## src/rtl/spi_slave_if.sv

```systemverilog
// SPI mode-0 responder: deserialises MOSI bytes to rx_data/rx_valid and serialises a
// one-deep transmit buffer onto MISO, with all SPI pins oversampled on clk.
module spi_slave_if #(
   parameter int unsigned SYNC_STAGES = 2,
   parameter logic [7:0]  IDLE_BYTE   = 8'h00
) (
   input  logic       clk,
   input  logic       rst,
   input  logic [7:0] tx_data,
   input  logic       tx_valid,
   output logic       tx_ready,
   output logic [7:0] rx_data,
   output logic       rx_valid,
   output logic       tx_underrun,
   output logic       frame_err,
   input  logic       SPI_sclk,
   input  logic       SPI_csn,
   input  logic       SPI_mosi,
   output logic       SPI_miso,
   output logic       SPI_miso_oe
);
   // state  | meaning
   // IDLE   | CSN high (or not yet re-armed); sclk/mosi ignored
   // ACTIVE | frame in progress; sampling on sclk rise, shifting on sclk fall
   typedef enum logic {ST_IDLE = 1'b0, ST_ACTIVE = 1'b1} state_t;

   state_t                 state_q, state_d;
   logic [SYNC_STAGES-1:0] sclk_sync_q, sclk_sync_d;
   logic [SYNC_STAGES-1:0] csn_sync_q, csn_sync_d;
   logic [SYNC_STAGES-1:0] mosi_sync_q, mosi_sync_d;
   logic [SYNC_STAGES-1:0] vld_q, vld_d;
   logic                   sclk_dly_q, sclk_dly_d;
   logic                   csn_dly_q, csn_dly_d;
   logic                   armed_q, armed_d;
   logic [7:0]             rx_sh_q, rx_sh_d;
   logic [7:0]             rx_data_q, rx_data_d;
   logic                   rx_valid_q, rx_valid_d;
   logic [7:0]             tx_sh_q, tx_sh_d;
   logic [7:0]             buf_q, buf_d;
   logic                   buf_full_q, buf_full_d;
   logic [2:0]             bit_cnt_q, bit_cnt_d;
   logic                   tx_underrun_q, tx_underrun_d;
   logic                   frame_err_q, frame_err_d;
   logic                   miso_q, miso_d;

   logic sclk_s, csn_s, mosi_s;
   logic sclk_rise, sclk_fall, csn_rise, csn_fall;
   logic load;

   assign sclk_s = sclk_sync_q[SYNC_STAGES-1];
   assign csn_s  = csn_sync_q[SYNC_STAGES-1];
   assign mosi_s = mosi_sync_q[SYNC_STAGES-1];

   assign sclk_rise = sclk_s & ~sclk_dly_q;
   assign sclk_fall = ~sclk_s & sclk_dly_q;
   assign csn_rise  = csn_s & ~csn_dly_q;
   // A fall only counts once a real high has been seen after reset, so a CSN
   // that was already low when reset released cannot start a frame.
   assign csn_fall  = armed_q & ~csn_s & csn_dly_q;

   always_comb begin
      sclk_sync_d   = {sclk_sync_q[SYNC_STAGES-2:0], SPI_sclk};
      csn_sync_d    = {csn_sync_q[SYNC_STAGES-2:0], SPI_csn};
      mosi_sync_d   = {mosi_sync_q[SYNC_STAGES-2:0], SPI_mosi};
      vld_d         = {vld_q[SYNC_STAGES-2:0], 1'b1};
      sclk_dly_d    = sclk_s;
      csn_dly_d     = csn_s;
      armed_d       = armed_q | (vld_q[SYNC_STAGES-1] & csn_s);
      state_d       = state_q;
      rx_sh_d       = rx_sh_q;
      rx_data_d     = rx_data_q;
      rx_valid_d    = 1'b0;
      tx_sh_d       = tx_sh_q;
      buf_d         = buf_q;
      buf_full_d    = buf_full_q;
      bit_cnt_d     = bit_cnt_q;
      tx_underrun_d = 1'b0;
      frame_err_d   = 1'b0;
      miso_d        = tx_sh_q[7];
      load          = 1'b0;

      case (state_q)
         ST_IDLE: begin
            if (csn_fall) begin
               state_d   = ST_ACTIVE;
               bit_cnt_d = 3'd0;
               load      = 1'b1;
            end
         end
         ST_ACTIVE: begin
            if (csn_rise) begin
               state_d     = ST_IDLE;
               frame_err_d = (bit_cnt_q != 3'd0);
               bit_cnt_d   = 3'd0;
            end else if (sclk_rise) begin
               rx_sh_d   = {rx_sh_q[6:0], mosi_s};
               bit_cnt_d = bit_cnt_q + 3'd1;
               if (bit_cnt_q == 3'd7) begin
                  rx_data_d  = {rx_sh_q[6:0], mosi_s};
                  rx_valid_d = 1'b1;
               end
            end else if (sclk_fall) begin
               if (bit_cnt_q != 3'd0) tx_sh_d = {tx_sh_q[6:0], 1'b0};
               else                   load    = 1'b1;
            end
         end
         default: state_d = ST_IDLE;
      endcase

      if (load) begin
         if (buf_full_q) begin
            tx_sh_d    = buf_q;
            buf_full_d = 1'b0;
         end else begin
            tx_sh_d       = IDLE_BYTE;
            tx_underrun_d = 1'b1;
         end
      end
      // Acceptance is gated by the pre-load fullness, so a byte taken in a load
      // cycle always lands in the buffer for the following byte slot.
      if (tx_valid && !buf_full_q) begin
         buf_d      = tx_data;
         buf_full_d = 1'b1;
      end
   end

   always_ff @(posedge clk) begin
      if (rst) begin
         state_q       <= ST_IDLE;
         sclk_sync_q   <= '0;
         csn_sync_q    <= '1;
         mosi_sync_q   <= '0;
         vld_q         <= '0;
         sclk_dly_q    <= 1'b0;
         csn_dly_q     <= 1'b1;
         armed_q       <= 1'b0;
         rx_sh_q       <= 8'h00;
         rx_data_q     <= 8'h00;
         rx_valid_q    <= 1'b0;
         tx_sh_q       <= 8'h00;
         buf_q         <= 8'h00;
         buf_full_q    <= 1'b0;
         bit_cnt_q     <= 3'd0;
         tx_underrun_q <= 1'b0;
         frame_err_q   <= 1'b0;
         miso_q        <= 1'b0;
      end else begin
         state_q       <= state_d;
         sclk_sync_q   <= sclk_sync_d;
         csn_sync_q    <= csn_sync_d;
         mosi_sync_q   <= mosi_sync_d;
         vld_q         <= vld_d;
         sclk_dly_q    <= sclk_dly_d;
         csn_dly_q     <= csn_dly_d;
         armed_q       <= armed_d;
         rx_sh_q       <= rx_sh_d;
         rx_data_q     <= rx_data_d;
         rx_valid_q    <= rx_valid_d;
         tx_sh_q       <= tx_sh_d;
         buf_q         <= buf_d;
         buf_full_q    <= buf_full_d;
         bit_cnt_q     <= bit_cnt_d;
         tx_underrun_q <= tx_underrun_d;
         frame_err_q   <= frame_err_d;
         miso_q        <= miso_d;
      end
   end

   assign tx_ready    = ~buf_full_q;
   assign rx_data     = rx_data_q;
   assign rx_valid    = rx_valid_q;
   assign tx_underrun = tx_underrun_q;
   assign frame_err   = frame_err_q;
   assign SPI_miso    = miso_q;
   assign SPI_miso_oe = (state_q == ST_ACTIVE);

endmodule

```

## config.mk

```make
export PLATFORM = sky130hd
export DESIGN_NAME = spi_slave_if
export DESIGN_NICKNAME = d
export VERILOG_FILES = /design/src/rtl/spi_slave_if.sv
export SDC_FILE = /design/constraint.sdc
export NUM_CORES = 1
export LEC_CHECK = 0
export CORE_ASPECT_RATIO = 1.5
export CORE_MARGIN = 5
export CORE_UTILIZATION = 38
export CTS_CLUSTER_DIAMETER = 30
export DETAILED_ROUTE_END_ITERATION = 8
export GPL_ROUTABILITY_DRIVEN = 0
export REMOVE_ABC_BUFFERS = 1
export SYNTH_ARGS = -nofsm -noshare
export SYNTH_HDL_FRONTEND = slang
export SYNTH_SLANG_ARGS = --single-unit
```

## constraint.sdc

```tcl
create_clock -name clk -period 2.01 [get_ports clk]
set_input_delay 0.3015 -clock clk [delete_from_list [all_inputs] [get_ports clk]]
set_output_delay 0.3015 -clock clk [all_outputs]
set_load 0.02 [all_outputs]
```

# After elaboration in Yosys (flattened, before gate mapping)
# Cells that the tools add are included.
[op_classes]
n_bitwise = 16
muxes = 24
n_addsub = 1
reduce_logical = 14
n_eq_ne = 5
[op_table]
columns = ["op", "n"]
rows = [
  ["$mux 8", 7],
  ["$mux 1", 11],
  ["$mux 3", 3],
  ["$not 1->1", 9],
  ["$reduce_bool 2->1", 4],
  ["$and 1x1->1", 6],
  ["$pmux 3 s2", 1],
  ["$reduce_and 5->1", 1],
  ["$ne 2x1->1 const B", 2],
  ["$pmux 1 s2", 2],
  ["$reduce_and 4->1", 1],
  ["$reduce_or 4->1", 1],
  ["$add 3x1->3 const B", 1],
  ["$eq 3x3->1 const B", 1],
  ["$ne 3x1->1 const B", 1],
  ["$reduce_and 3->1", 1],
  ["$reduce_bool 3->1", 1],
  ["$reduce_or 3->1", 1],
  ["$ne 2x2->1 const B", 1],
  ["$reduce_and 2->1", 1],
  ["$reduce_or 2->1", 1],
  ["$logic_and 1x1->1", 1],
  ["$logic_not 1->1", 1],
  ["$or 1x1->1", 1],
]
[totals]
regBits = 51
out_inout_bits = 14
word_cells = 79
in_bits = 14

# Depth between registers and ports, before layout
# Gate-level depths: netlist of run 1.
[logic_depth]
word_depth = 8
ltp_mapped = 7
depth_no_buf = 6

# Worst setup path after synthesis of run 1
# No wires, ideal clock.
[synth_timing]
path_type = "flip-flop to flip-flop"
start = "reg state_q (netlist: SPI_miso_oe)"
end = "reg tx_sh_q[5]"
path_buffers = 2
path_slack_ps = 507
t_arrival_ps = 1412
synth_period_minus_slack_ps = 1503
stages_incl_launch_ff = 7
required_time_ps = 1919
path_cell_list = "dfxtp_1 -> buf_2 -> inv_2 -> o31ai_4 -> buf_6 -> nor2_1 -> a311oi_1"
[synth_via]
elab_chain_len = 4
[synth_lines]
columns = ["element", "line", "text"]
rows = [
  ["from (decl)", "27", "state_t state_q, state_d;"],
  ["from (signal assigned)", "148", "state_q <= state_d;"],
  ["$not 1->1 (no source line)", "n/a", ""],
  ["$pmux 1 s2", "82", "case (state_q)"],
  ["$ne 2x1->1 (no source line) or $reduce_bool 2->1 (tied branches)", "n/a", ""],
  ["$reduce_and 5->1 (no source line)", "n/a", ""],
  ["to (signal assigned)", "159", "tx_sh_q <= tx_sh_d;"],
  ["to (decl)", "38", "logic [7:0] tx_sh_q, tx_sh_d;"],
]
# Several ways; a longest one is shown, not always the timed one.
# A chain may end at the register's enable or synchronous reset.

# Worst setup path in the final report of run 1
[layout_timing]
start = "reg state_q (netlist: SPI_miso_oe)"
end = "out SPI_miso_oe"
[layout_lines]
columns = ["element", "line", "text"]
rows = [
  ["to (decl)", "20", "output logic SPI_miso_oe"],
]
# No word-level cell between the ends.

==> metrics.cfg, run 1 <==
[placed_design]
dpl.hpwl_mm = 2.52
place_area_um2 = 2270
port-buffer-count = 27
preCtsSetupSlack_ns = 0.363

[global_route]
grt_first_pass_wirelength_mm = 6.12
grt_max_degree = 26
grt_overflow = 0
antenna_found_initial = 0
grt_pass1_vias = 1425
track_usage = 0.119

[power]
total_power_w = 0.00189
power-per-cell-area_nw_per_um2 = 793
p_leak_nw = 0.813
ir_drop_mv = 0.422

[route]
avgRoutedWirePerCell_um = 11.3
drt-initial-drc-count = 62
drc_errors = 0
totalWireLength_mm = 3.52
avgViaCountPerCell = 4.92
first_pass_iters = 4
postRouteAntennaNets = 0
vias = 1530

[worst_setup_path]
cp_top_family = buffers and inverters
cp.arrival_ns = 1.51
cp-start-kind = flop
r2r_cells = 4
r2r_slack_ns = 0.35
crit_slowest_cell = clkdlybuf4s50_1
crit_chain = clkdlybuf4s50_1
worstPathRequired_ns = 1.71
cp_slowest_stage_delay_ns = 0.67
criticalPathCategory = reg2out
endpoint = SPI_miso_oe
worstPathMaxFanout = 9
rr_startpoint = SPI_miso_oe$_SDFF_PP0_
reg2reg_to = tx_sh_q[4]$_SDFFE_PP0P_
cp.depth = 1
path_buf_inv = 1
crit_start = SPI_miso_oe$_SDFF_PP0_
cp-end-kind = output port

[yosys]
syn_inst = 217
synth_area_um2 = 1940
ys.flop_type = dfxtp_1
ys_ff_latch = 51
async_flop_share = 0
synthDistinctLibCells = 31
synth_edf_count = 0
syn-mean-instance-area_um2 = 8.93
seq_area_frac_synth = 0.527
yosysWarnings = 0

[cells_and_area]
final_cell_mix = dfxtp_1, nand2_1, a21oi_1
stdcell_area_um2 = 2390
utilization = 0.488
drive_gt1_frac = 0.0980
register_area_um2 = 1020
multi_input_area_um2 = 820
layout_commonest_cell = dfxtp_1
antenna_cells = 0
syn_to_final_growth_pct = 23.2
nets = 261
num-fill-cells = 485

[min_path]
hp-start = csn_sync_q[0]$_SDFF_PP1_
hold_class = reg2reg

[timing]
finalCriticalPeriod_ns = 1.82
worst-slew-pin-transition_ns = 0.555
setup_ws_ns = 0.195
finalSetupTns_ns = 0
setup_viol = 0
rsz0062_at_grt = no
report.final.slew_viol_count = 0
relSlewSlack = 0.630
clock.fmax_mhz = 551
worst_clock_skew_ns = 0.00595
period_share = 0.903
hold_viol = 0

[die]
row_count = 31
io_pins = 28
die_x_um = 68.3
fp.dieH_um = 97.4
initial_core_util = 0.396
die_area_um2 = 6650
core_um2 = 4890

[run_status]
status = finished, final reports clean

[cts]
cts_max_path_buffers = 2
cts_buffers = 5
post_cts_resized = 0
cts.clk_slew.worst_paths_ns = 0.08
htree_levels = 2
clock_latency_ns = 0.31
cts_sinks = 51
root_buffer = clkbuf_8
ctsHoldBuffers = 0
tritoncts = built
post-cts-setup-buffers = 0

[job]
cap_violations = 0

-- metrics by stage --
| stage | hold WS, ns | instances |
|---|---|---|
| floorplan | 0.358 | 203 |
| global placement | 0.393 | 303 |
| detailed placement | 0.393 | 303 |
| CTS | 0.414 | 311 |
| global route | 0.436 | 311 |
| finish | 0.412 | 311 |
-- where the power goes --
part | switching [W] | total [W] | leakage, nW | internal [W]
combinational | 0.0000570 | 0.000114 | 0.336 | 0.0000567
clock | 0.000326 | 0.000729 | 0.0612 | 0.000403
sequential | 0.0000142 | 0.00105 | 0.415 | 0.00103
total | 0.000397 | 0.00189 | 0.813 | 0.00149
-- layout make-up --
cell class / count / share of cell area
Inverter: 6 / 0.00944
Clock buffer: 6 / 0.0346
Tap cell: 66 / 0.0346
Multi-Input combinational cell: 146 / 0.343
Sequential cell: 51 / 0.428
Clock inverter: 2 / 0.0147
Timing Repair Buffer: 34 / 0.135
-- cell families after synthesis --
family | share of synthesized area
simple gates | 0.248
flops | 0.527
compound gates | 0.156
buf+inv | 0.0497
fa+ha+maj | 0.0194
-- registers in the layout, indices dropped and copies added (netlist names), 2 cells and up --
name,cells
bit_cnt_q,3
buf_q,8
csn_sync_q,2
mosi_sync_q,2
rx_data,8
rx_sh_q,7
sclk_sync_q,2
tx_sh_q,8
vld_q,2
-- cells in the mapped netlist (2+ instances only) --
master | instances | share of area
dfxtp_1 | 51 | 0.53
nand2_1 | 48 | 0.093
a21oi_1 | 28 | 0.072
nand3_1 | 17 | 0.044
nor2_1 | 14 | 0.027
clkbuf_1 | 8 | 0.016
nor2b_1 | 8 | 0.026
a311oi_1 | 7 | 0.032
inv_1 | 5 | 0.0097
buf_4 | 3 | 0.012
ha_1 | 3 | 0.019
or2_2 | 3 | 0.0097
a32oi_1 | 2 | 0.0090
buf_2 | 2 | 0.0052
o31ai_4 | 2 | 0.022
-- per-layer routing --
metal  global-route usage  part of all wire  up-vias
met2                0.200              0.50       26
met1                0.128              0.43      702
met4               0.0735             0.029        0
met5                    0                 0        -
li1                     -                 -      793
met3               0.0289             0.044        9
-- worst min-delay path by stage --
stage,to,slack (ns),cells past startpoint
floorplan,vld_q[0]$_DFF_P_,0.36,1
global placement,csn_sync_q[1]$_SDFF_PP1_,0.39,1
detailed placement,csn_sync_q[1]$_SDFF_PP1_,0.39,1
CTS,csn_sync_q[1]$_SDFF_PP1_,0.41,1
global route,csn_sync_q[1]$_SDFF_PP1_,0.44,1
finish,csn_sync_q[1]$_SDFF_PP1_,0.41,1
(Power assumes the default switching activity.)
==> run 2: changes to the inputs <==
- CORE_MARGIN: 5 -> 2
==> run 2 against run 1 <==
- wire length down 5.2%
- register-to-register slack better by 0.05 ns
- setup slack gained 0.14 ns
- critical path type unchanged
- sequential share of layout area increased by 0.11 points
- clock skew is 0.0023 ns higher
- worst hold slack improved by 0.0025 ns
- die area fell by 14%
- non-clock buffer count is 1 lower
- global-route usage grew 1.3 points
- core utilization decreased by 0.13 points
==> metrics.cfg, run 2 (synthesis results as in run 1) <==
[run_status]
status = finished, final reports clean  ; unchanged

[route]
totalWireLength_mm = 3.33  ; was 3.52 mm
drt-initial-drc-count = 113  ; was 62
drc_errors = 0  ; unchanged
postRouteAntennaNets = 0  ; unchanged
avgViaCountPerCell = 4.74  ; was 4.92
vias = 1465  ; was 1530
first_pass_iters = 4  ; unchanged
avgRoutedWirePerCell_um = 10.8  ; was 11.3 um

[global_route]
grt_first_pass_wirelength_mm = 6.05  ; was 6.12 mm
antenna_found_initial = 0  ; unchanged
track_usage = 0.132  ; was 0.119
grt_pass1_vias = 1400  ; was 1425
grt_max_degree = 52  ; was 26
grt_overflow = 0  ; unchanged

[cells_and_area]
drive_gt1_frac = 0.0905  ; was 0.0980
syn_to_final_growth_pct = 22.9  ; was 23.2%
layout_commonest_cell = dfxtp_1  ; unchanged
final_cell_mix = dfxtp_1, nand2_1, a21oi_1  ; unchanged
num-fill-cells = 507  ; was 485
multi_input_area_um2 = 820  ; unchanged
nets = 260  ; was 261
antenna_cells = 0  ; unchanged
stdcell_area_um2 = 2380  ; was 2390 um^2
register_area_um2 = 1020  ; unchanged

[worst_setup_path]
crit_chain = clkdlybuf4s50_1  ; unchanged
worstPathRequired_ns = 1.71  ; about the same
cp-end-kind = output port  ; unchanged
path_buf_inv = 1  ; unchanged
cp_top_family = buffers and inverters  ; unchanged
crit_slowest_cell = clkdlybuf4s50_1  ; unchanged
worstPathMaxFanout = 5  ; was 9
cp_slowest_stage_delay_ns = 0.64  ; was 0.67 ns
cp.arrival_ns = 1.37  ; was 1.51 ns
cp-start-kind = flop  ; unchanged
criticalPathCategory = reg2out  ; unchanged

[cts]
cts.clk_slew.worst_paths_ns = 0.08  ; about the same
tritoncts = built  ; unchanged
root_buffer = clkbuf_8  ; unchanged
post-cts-setup-buffers = 0  ; unchanged
clock_latency_ns = 0.30  ; was 0.31 ns
ctsHoldBuffers = 0  ; unchanged
cts_sinks = 51  ; unchanged
cts_max_path_buffers = 2  ; unchanged
htree_levels = 2  ; unchanged
cts_buffers = 5  ; unchanged
post_cts_resized = 0  ; unchanged

[placed_design]
dpl.hpwl_mm = 2.30  ; was 2.52 mm
port-buffer-count = 27  ; unchanged
place_area_um2 = 2270  ; about the same

[timing]
rsz0062_at_grt = no  ; unchanged
setup_viol = 0  ; unchanged
worst_clock_skew_ns = 0.00826  ; was 0.00595 ns
finalCriticalPeriod_ns = 1.68  ; was 1.82 ns
hold_viol = 0  ; unchanged
finalSetupTns_ns = 0  ; unchanged
relSlewSlack = 0.620  ; was 0.630
period_share = 0.834  ; was 0.903
clock.fmax_mhz = 597  ; was 551 MHz
report.final.slew_viol_count = 0  ; unchanged
worst-slew-pin-transition_ns = 0.570  ; was 0.555 ns

[power]
ir_drop_mv = 0.622  ; was 0.422 mV
power-per-cell-area_nw_per_um2 = 776  ; was 793 nW/um^2
p_leak_nw = 0.802  ; was 0.813 nW

[job]
cap_violations = 0  ; unchanged

[die]
die_area_um2 = 5700  ; was 6650 um^2
die_x_um = 62.3  ; was 68.3 um
core_um2 = 4890  ; unchanged
fp.dieH_um = 91.4  ; was 97.4 um
initial_core_util = 0.396  ; unchanged
row_count = 31  ; unchanged
io_pins = 28  ; unchanged

[min_path]
hold_class = reg2reg  ; unchanged

run 2: path summary, 6_finish.rpt:
path | startpoint | endpoint | slack (ns) | depth (start not counted)
setup / recovery | SPI_miso_oe$_SDFF_PP0_ | SPI_miso_oe | 0.33 | 1
hold / removal | csn_sync_q[0]$_SDFF_PP1_ | csn_sync_q[1]$_SDFF_PP1_ | 0.41 | 1
setup reg to reg | bit_cnt_q[0]$_SDFFE_PP0P_ | tx_sh_q[1]$_SDFFE_PP0P_ | 0.40 | 6
hold reg to reg | csn_sync_q[0]$_SDFF_PP1_ | csn_sync_q[1]$_SDFF_PP1_ | 0.41 | 1
run 2: report_power, final:
part / switching [W] / internal (W) / total [W]
Clock: 0.000320 / 0.000364 / 0.000684
Combinational: 0.0000572 / 0.0000573 / 0.000114
Sequential: 0.0000140 / 0.00104 / 0.00105
run 2: stage by stage:
stage | hold WS [ns] | std cells | setup slack [ns] | power [W] | utilization
global placement | 0.394 | 302 | 0.463 | 0.00119 | 0.465
CTS | 0.418 | 309 | 0.302 | 0.00188 | 0.487
finish | 0.415 | 309 | 0.334 | 0.00185 | 0.487
detailed placement | 0.397 | 302 | 0.401 | 0.00119 | 0.465
global route | 0.455 | 309 | 0.231 | 0.00194 | 0.487
floorplan | 0.358 | 203 | 0.505 | 0.00112 | -
run 2: layout make-up:
type	count	area share
Multi-Input combinational cell	146	0.344
Tap cell	66	0.0347
Clock buffer	5	0.0289
Sequential cell	51	0.429
Inverter	6	0.00946
Clock inverter	2	0.0158
Timing Repair Buffer	33	0.138
run 2: per-layer routing:
metal	up-vias	GRT usage	routed length, um
met3	6	0.0384	124
met5	-	0	0
met1	650	0.145	1520
met4	0	0.0667	73
li1	782	-	-
met2	27	0.231	1620
run 2: worst reg2reg max path, stage by stage, from the launching register on:
cell and delay, ns:
dfxtp_1 0.34, inv_1 0.07, ha_1 0.18, nand4bb_1 0.18, o31ai_4 0.37, nand3_1 0.12, a311oi_1 0.26
==> run 3: changes to the inputs <==
- clock period: 2.01 -> 1.56 ns (I/O delays scaled with it)
==> run 3 against run 2 <==
- global-route usage increased by 0.47 points
- critical path depth unchanged
- clock power increased by 33%
- non-clock buffer count increased by 9
- clock skew decreased by 0.0011 ns
- setup slack got worse by 0.25 ns
- core utilization increased by 2.5 points
- critical endpoint is now rx_data[2]
- cell area increased by 5.2%
- die area unchanged
==> metrics.cfg, run 3 (synthesis results as in run 1) <==
[cts]
ctsHoldBuffers = 0  ; unchanged
htree_levels = 2  ; unchanged
tritoncts = built  ; unchanged
cts.clk_slew.worst_paths_ns = 0.09  ; was 0.08 ns
cts_buffers = 5  ; unchanged
root_buffer = clkbuf_8  ; unchanged
clock_latency_ns = 0.30  ; about the same
cts_sinks = 51  ; unchanged
cts_max_path_buffers = 2  ; unchanged

[worst_setup_path]
path_buf_inv = 1  ; unchanged
criticalPathCategory = reg2out  ; unchanged
crit_slowest_cell = clkdlybuf4s50_1  ; unchanged
worstPathMaxFanout = 2  ; was 5
cp_slowest_stage_delay_ns = 0.60  ; was 0.64 ns
cp-start-kind = flop  ; unchanged
cp_top_family = buffers and inverters  ; unchanged
crit_chain = clkdlybuf4s50_1  ; unchanged
cp-end-kind = output port  ; unchanged
cp.arrival_ns = 1.24  ; was 1.37 ns
worstPathRequired_ns = 1.33  ; was 1.71 ns
r2r_slack_ns = 0.10  ; was 0.40 ns

[timing]
relSlewSlack = 0.764  ; was 0.620
clock.fmax_mhz = 678
worst-slew-pin-transition_ns = 0.346  ; was 0.570 ns
finalCriticalPeriod_ns = 1.48
period_share = 0.946
hold_ws_ns = 0.417  ; was 0.415 ns
report.final.slew_viol_count = 0  ; unchanged
worst_clock_skew_ns = 0.00717  ; was 0.00826 ns
hold_viol = 0  ; unchanged
setup_viol = 0  ; unchanged

[global_route]
grt_pass1_vias = 1453  ; was 1400
grt_first_pass_wirelength_mm = 6.30  ; was 6.05 mm
track_usage = 0.137  ; was 0.132
grt_max_degree = 24  ; was 52
antenna_found_initial = 0  ; unchanged
grt_overflow = 0  ; unchanged

[power]
total_power_w = 0.00242  ; was 0.00185 W
pwr-share-clk = 0.377  ; was 0.370
p_sw_frac = 0.219  ; was 0.212
ir_drop_mv = 0.783  ; was 0.622 mV
pwr-share-seq = 0.559  ; was 0.568
power-per-cell-area_nw_per_um2 = 966  ; was 776 nW/um^2
netSwitchingPower_w = 0.000529  ; was 0.000391 W
p_leak_nw = 0.869  ; was 0.802 nW
internal_power_w = 0.00189  ; was 0.00146 W
comb_power_share = 0.064  ; was 0.062

[route]
avgRoutedWirePerCell_um = 11.1  ; was 10.8 um
totalWireLength_mm = 3.56  ; was 3.33 mm
postRouteAntennaNets = 0  ; unchanged
avgViaCountPerCell = 4.88  ; was 4.74
first_pass_iters = 4  ; unchanged
drc_errors = 0  ; unchanged
drt-initial-drc-count = 85  ; was 113
vias = 1560  ; was 1465

[job]
cap_violations = 0  ; unchanged

[die]
fp.dieH_um = 91.4  ; unchanged
die_x_um = 62.3  ; unchanged
core_um2 = 4890  ; unchanged
io_pins = 28  ; unchanged
die_area_um2 = 5700  ; unchanged
initial_core_util = 0.396  ; unchanged
row_count = 31  ; unchanged

[placed_design]
port-buffer-count = 27  ; unchanged
dpl.hpwl_mm = 2.50  ; was 2.30 mm

[cells_and_area]
layout_commonest_cell = dfxtp_1  ; unchanged
antenna_cells = 0  ; unchanged
syn_to_final_growth_pct = 29.3  ; was 22.9%
drive_gt1_frac = 0.154  ; was 0.0905
final_cell_mix = dfxtp_1, nand2_1, a21oi_1  ; unchanged
nets = 270  ; was 260

[min_path]
hold_class = reg2reg  ; unchanged

[run_status]
status = finished, final reports clean  ; unchanged

-- run 3: power by group through the flow --
stage               clock network (W)   logic, W  registers, W
floorplan                           0  0.0000608       0.00138
global placement                    0   0.000151       0.00138
detailed placement                  0   0.000152       0.00138
CTS                          0.000942   0.000157       0.00135
global route                 0.000996   0.000173       0.00136
finish                       0.000913   0.000154       0.00135
-- run 3: area by class of cell --
| class | instances | area [um^2] |
|---|---|---|
| Fill cell | 519 | 2380 |
| Inverter | 6 | 22.5 |
| Sequential cell | 51 | 1020 |
| Multi-Input combinational cell | 147 | 862 |
| Clock buffer | 5 | 68.8 |
| Clock inverter | 3 | 43.8 |
| Tap cell | 66 | 82.6 |
| Timing Repair Buffer | 42 | 400 |
-- run 3: timing repair --
| action | 4_1_cts | 5_1_grt |
|---|---|---|
| pin swaps | 7 | 3 |
| gates cloned | 1 | 0 |
| gates resized for setup | 8 | 3 |
| setup buffers | 3 | 1 |
| setup endpoints to repair | 8 | 17 |
-- run 3: final timing paths --
| kind | end | from | depth (start not counted) |
|---|---|---|---|
| min reg2reg | csn_sync_q[1]$_SDFF_PP1_ | csn_sync_q[0]$_SDFF_PP1_ | 1 |
| max reg2reg | tx_sh_q[2]$_SDFFE_PP0P_ | bit_cnt_q[0]$_SDFFE_PP0P_ | 7 |
| min | csn_sync_q[1]$_SDFF_PP1_ | csn_sync_q[0]$_SDFF_PP1_ | 1 |
| max | rx_data[2] | rx_data[2]$_SDFFE_PP0P_ | 1 |
-- run 3: worst reg2reg max path: cells and delay by family, from the launching register on --
kind,cells,cell delay (ns)
AOI/OAI and AO/OA,2,0.44
adders and majority gates,1,0.14
and+or+nand+nor,2,0.22
buffers and inverters,2,0.23
DFF,1,0.34
-- run 3: routing by layer --
layer | global-route usage | share of wire | vias to the layer above
li1 | - | - | 810
met1 | 0.148 | 0.43 | 715
met2 | 0.246 | 0.52 | 29
met3 | 0.0310 | 0.033 | 6
met4 | 0.0722 | 0.022 | 0
met5 | 0 | 0 | -
-- run 3: per-stage QoR --
| stage | cell area, um^2 | setup WS, ns | setup TNS, ns | instances | util |
|---|---|---|---|---|---|
| 4_1_cts | 2490 | 0.00799 | 0 | 319 | 0.509 |
| 3_3_place_gp | 2310 | 0.000620 | 0 | 307 | 0.473 |
| 6_report | 2500 | 0.0849 | 0 | 320 | 0.512 |
| 3_5_place_dp | 2310 | -0.0442 | -0.188 | 307 | 0.473 |
| 5_1_grt | 2500 | -0.000121 | -0.000121 | 320 | 0.512 |
| 2_1_floorplan | 1860 | 0.0548 | 0 | 203 | - |
